--- config.mk ---
export PLATFORM = sky130hd
export DESIGN_NAME = multicycle_ctrl
export DESIGN_NICKNAME = d
export VERILOG_FILES = /design/src/rtl/multicycle_ctrl.sv
export SDC_FILE = /design/constraint.sdc
export NUM_CORES = 1
export LEC_CHECK = 0
export CAP_MARGIN = 0
export CORE_AREA = 3 3 40 42
export DETAILED_ROUTE_END_ITERATION = 7
export DIE_AREA = 0 0 43 45
export DONT_BUFFER_PORTS = 1
export PLACE_DENSITY = 0.7
export SETUP_SLACK_MARGIN = 0.02
export SYNTH_ARGS = -nofsm -noshare
export SYNTH_HDL_FRONTEND = slang
export SYNTH_SLANG_ARGS = --single-unit
--- constraint.sdc ---
create_clock -name clk -period 3.2 [get_ports clk]
set_input_delay 0.64 -clock clk [delete_from_list [all_inputs] [get_ports clk]]
set_output_delay 0.64 -clock clk [all_outputs]
set_load 0.05 [all_outputs]
--- src/rtl/multicycle_ctrl.sv ---
// Multicycle controller: F/D/E/M/W sequencer for a small MIPS-like subset.
// The opcode and an is-NOP flag are captured in D. Every E/M/W decision
// uses those captured values, so the IR may change after decode.
module multicycle_ctrl (
    input  logic       clk,
    input  logic       reset,
    input  logic [5:0] op,
    input  logic [5:0] func,
    input  logic       zero,
    input  logic       imem_ready,
    input  logic       dmem_ready,
    output logic       imem_req,
    output logic       dmem_req,
    output logic       dmem_we,
    output logic       ir_we,
    output logic       pc_we,
    output logic [1:0] pc_src,
    output logic       rf_we,
    output logic       rf_wsel,
    output logic       wb_src,
    output logic       alu_imm,
    output logic [2:0] state,
    output logic       retire,
    output logic       illegal
);
    typedef enum logic [2:0] {
        S_F = 3'b001,
        S_D = 3'b010,
        S_E = 3'b011,
        S_M = 3'b100,
        S_W = 3'b101
    } state_t;

    localparam logic [5:0] OP_R    = 6'h00;
    localparam logic [5:0] OP_J    = 6'h02;
    localparam logic [5:0] OP_BEQ  = 6'h04;
    localparam logic [5:0] OP_ADDI = 6'h08;
    localparam logic [5:0] OP_LW   = 6'h23;
    localparam logic [5:0] OP_SW   = 6'h2B;

    state_t     state_q, state_d;
    logic [5:0] op_q, op_d;
    logic       nop_q, nop_d;
    logic       is_nop;

    assign is_nop = (op == OP_R) && (func == 6'h00);
    assign state  = state_q;

    // State and decoded-instruction registers. Reset aborts at once.
    always_ff @(posedge clk or posedge reset) begin
        if (reset) begin
            state_q <= S_F;
            op_q    <= 6'h00;
            nop_q   <= 1'b0;
        end else begin
            state_q <= state_d;
            op_q    <= op_d;
            nop_q   <= nop_d;
        end
    end

    // Next state and control outputs. All outputs are held at 0 while
    // reset is high, so an aborted access drops its request immediately.
    always_comb begin
        state_d  = S_F;
        op_d     = op_q;
        nop_d    = nop_q;
        imem_req = 1'b0;
        dmem_req = 1'b0;
        dmem_we  = 1'b0;
        ir_we    = 1'b0;
        pc_we    = 1'b0;
        pc_src   = 2'd0;
        rf_we    = 1'b0;
        rf_wsel  = 1'b0;
        wb_src   = 1'b0;
        alu_imm  = 1'b0;
        retire   = 1'b0;
        illegal  = 1'b0;
        if (!reset) begin
            case (state_q)
                S_F: begin
                    imem_req = 1'b1;
                    state_d  = S_F;
                    if (imem_ready) begin
                        ir_we   = 1'b1;
                        pc_we   = 1'b1;
                        state_d = S_D;
                    end
                end
                S_D: begin
                    op_d  = op;
                    nop_d = is_nop;
                    if (is_nop) begin
                        retire = 1'b1;
                    end else begin
                        case (op)
                            OP_J: begin
                                pc_we  = 1'b1;
                                pc_src = 2'd2;
                                retire = 1'b1;
                            end
                            OP_R, OP_BEQ, OP_ADDI, OP_LW, OP_SW: state_d = S_E;
                            default: illegal = 1'b1;
                        endcase
                    end
                end
                S_E: begin
                    case (op_q)
                        OP_R:    if (!nop_q) state_d = S_W;
                        OP_ADDI: begin alu_imm = 1'b1; state_d = S_W; end
                        OP_LW:   begin alu_imm = 1'b1; state_d = S_M; end
                        OP_SW:   begin alu_imm = 1'b1; state_d = S_M; end
                        OP_BEQ: begin
                            pc_we  = zero;
                            pc_src = 2'd1;
                            retire = 1'b1;
                        end
                        default: state_d = S_F;
                    endcase
                end
                S_M: begin
                    // Request and write strobe depend only on the latched op,
                    // so they stay stable while waiting on dmem_ready.
                    dmem_req = 1'b1;
                    dmem_we  = (op_q == OP_SW);
                    state_d  = S_M;
                    if (dmem_ready) begin
                        if (op_q == OP_LW) begin
                            state_d = S_W;
                        end else begin
                            state_d = S_F;
                            retire  = 1'b1;
                        end
                    end
                end
                S_W: begin
                    rf_we   = 1'b1;
                    retire  = 1'b1;
                    rf_wsel = (op_q == OP_R);
                    wb_src  = (op_q == OP_LW);
                end
                default: state_d = S_F;
            endcase
        end
    end
endmodule

==> metrics.md <==
| Metric | Value |
|---|---|
| Status | `completed` |
| Final Max Slew Viols | `0` |
| Fin crit period | `between 2 and 3 ns` |
| Total GRT Usage | `0.1961` |
| Vias in the first global route | `roughly 700` |
| Largest family of logic cells by synthesized area | `simple AND/OR/NAND/NOR gates` |
| Clock Skews | `0.002757 ns` |
| CTS root buffer | `clkbuf_4` |
| Initial antenna violation count | `0` |
| WP data required | `2.56 ns` |
| RSZ-0062 raised after global routing | `no` |
| Crit path DAT | `2.15 ns` |
| DR vias | `722` |
| Seq/Total Area, Yosys | `0.3558` |
| Period utilization | `0.8724` |
| Setup TNS Final | `0 ns` |
| Detailed Routing Iterations Pass 1 | `4` |
| DIE HEIGHT | `around 45 µm` |
| Site Rows | `13` |
| Drt wl/cell | `between 10 and 15 µm` |
| Non-Filler Instances | `approximately 120` |
| H-Tree Depth | `1` |
| Synthesized flop and latch total | `10` |
| HPWL after DPL | `1377 µm` |
| TritonCTS clock tree | `built` |
| Comb power frac | `0.270` |
| Min-delay worst type | `in2async` |
| Core ar. | `approximately 0.0013 mm²` |
| Switching Fraction | `0.3675` |
| Power Density | `473.3 mW/mm²` |
| Final setup violating endpoints | `0` |
| Post-Synth XOR/XNOR Area | `0` |
| Yosys warnings | `0` |
| Mux contribution to synthesized area | `0.01593` |
| Synth cell types | `33` |
| Port bufs | `0` |
| Internal | `0.2589 mW` |
| Post-CTS setup buffer count | `0` |
| Largest net degree at the start of global routing | `13` |
| Post-route DRC | `0` |
| Synth cell count leaders | `nand2_1 (26), nor2_1 (10), dfrtp_1 (9)` |
| Worst-Margin Slew | `0.6539 ns` |
| N_diodes | `0` |
| Slew HR | `0.5640` |
| Post-Syn Nets | `109` |
| Clk sinks | `10` |
| Switching power total | `0.1504 mW` |
| CTS Buf Count | `3` |
| Post-synth EDFFs | `0` |
| Routed Antenna Nets | `0` |
| Die width | `43 µm` |
| Filler Cell Count | `about 120` |
| Max-Cap Viols | `0` |
| Synthesized cell area | `706.9 µm²` |
| Final core utilization | `0.6728` |
| Synth top area cells | `dfrtp_1 (32%), nand2_1 (14%), nand3_1 (5.7%), nor2_1 (5.3%), dfstp_2 (3.7%)` |
| Asr flop ratio synth | `1.000` |
| Synth Area in Adders | `0` |
| Clock slew at reported path FFs | `0.07 ns` |
| Top-area cell type share of the netlist area | `0.3186` |
| Clk_lat worst skew | `around 0.26 ns` |
| Final wirelength | `1719 µm` |
| Fmax | `between 300 and 400 MHz` |
| CP endpoint kind | `output pin` |
| Post-synthesis to final-layout area growth | `22.30%` |
| Full die area | `between 0.0015 and 0.002 mm²` |
| Worst setup path category | `reg2out` |
| First-pass GRT wire length | `2946 µm` |
| Hold Fails Final Rpt | `0` |
| Ports | `33` |
| Synth Area in Compound Gates | `0.1593` |
| Critical-path maximum fanout | `8` |
| Most common cell in the netlist | `nand2_1` |
| Cts hold-fix bufs | `0` |
| Simple-gate share of the synthesized area | `0.4354` |
| RePlAce Congestion | `0.7859` |
| Sequential Power Share | `0.453` |
| Via/cell ratio | `5.967` |
| Grt ovf | `0` |
| Placed Cells | `between 100 and 150` |
| Gate Count Post-Synth | `92` |
| Yosys top cell by area | `dfrtp_1` |
| Final nets | `124` |
| Initial DRC count | `11` |
| Syn avg cell area | `7.684 µm²` |
| Share of post-route cells with drive strength above 1 | `0.2358` |
| Worst vdd ir | `332.2 µV` |
| Post-CTS sizing | `0` |
| Clock power frac | `0.277` |
| Initial Util | `0.5501` |
| Clock buffer depth | `2` |
| Startpoint types | `flop` |
| Leakage | `0.3821 nW` |
| Post-synth top flop | `dfrtp_1` |
-- worst max-delay path: stages (launching register included) --
cell and delay, ns:
dfrtp_1 0.63, nor2_1 0.28, and3_1 0.34, nand2_1 0.10, and3b_1 0.54
-- cell families after synthesis --
logic type             Yosys count
AND/OR/NAND/NOR                 61
buffers and inverters            5
flip-flops                      10
multiplexers                     1
AO/OA/AOI/OAI                   15
-- flip-flops by register name (all words and copies together) (netlist names) --
register,count
nop_q,1
op_q,6
state,3
-- placed cells by master, fill, tap and decap left out --
master,instances
o21ai_1,3
and3_1,1
o311ai_2,1
clkbuf_4,3
nor3_2,2
buf_4,12
inv_1,3
o21a_1,1
nor4_1,2
nand2_1,26
nand4_1,2
mux2_2,1
or2_0,1
nor3_4,1
nor4b_4,1
dfstp_2,1
nor2_1,10
o21bai_1,1
o211ai_1,1
nor4_2,2
a21o_1,1
a31oi_1,1
o221a_1,1
and2b_1,1
o22ai_1,1
nand3_1,8
a2111oi_0,1
and3b_1,1
a21oi_1,2
o2bb2ai_1,1
clkbuf_8,1
nand2b_1,1
nor2b_1,2
dfrtp_1,9
-- metrics by stage --
step                total power [mW]  cell area (µm²)  worst slack, ns  hold WS [ns]
global route                  0.4329            864.6           0.2497        0.2702
finish                        0.4092            864.6           0.4084        0.2573
CTS                           0.4103            864.6           0.4026        0.2697
global placement              0.2937            828.3           0.7307        0.4741
detailed placement            0.2975            828.3           0.6948        0.4804
floorplan                     0.2710            720.7           0.1453        0.4479
-- area by class of cell --
cell class	instances	area, µm²	share of cell area
well taps	15	18.77	0.02171
repair buffers	12	90.09	0.1042
clock buffers	4	36.28	0.04197
inverters	3	11.26	0.01302
flip-flops and latches	10	251.5	0.2909
multi-input cells	77	456.7	0.5282
-- per-layer routing --
metal,vias up,track usage,routed length [µm]
li1,352,-,-
met1,336,0.2562,755
met2,32,0.3234,795
met3,2,0.06375,150
met4,0,0.03614,19
met5,-,0,0
-- final timing paths --
check,from,to,slack (ns),cells past startpoint
worst max-delay path,state[2]$_DFF_PP0_,illegal,0.41,4
worst max register to register,state[2]$_DFF_PP0_,state[1]$_DFF_PP0_,1.48,5
min in group clk,op[2],op_q[2]$_DFFE_PP0P_,0.48,2
max in group asynchronous,reset,state[0]$_DFF_PP1_,2.61,1
worst min register to register,nop_q$_DFFE_PP0P_,nop_q$_DFFE_PP0P_,0.50,2
worst min-delay path,reset,state[1]$_DFF_PP0_,0.26,1
-- power by group through the flow --
| stage | logic [mW] | clock network (mW) | registers, mW |
|---|---|---|---|
| finish | 0.110 | 0.113 | 0.186 |
| global route | 0.122 | 0.122 | 0.189 |
| detailed placement | 0.110 | 0 | 0.188 |
| CTS | 0.110 | 0.114 | 0.185 |
| global placement | 0.107 | 0 | 0.186 |
| floorplan | 0.0877 | 0 | 0.183 |
(Power assumes the default switching activity.)
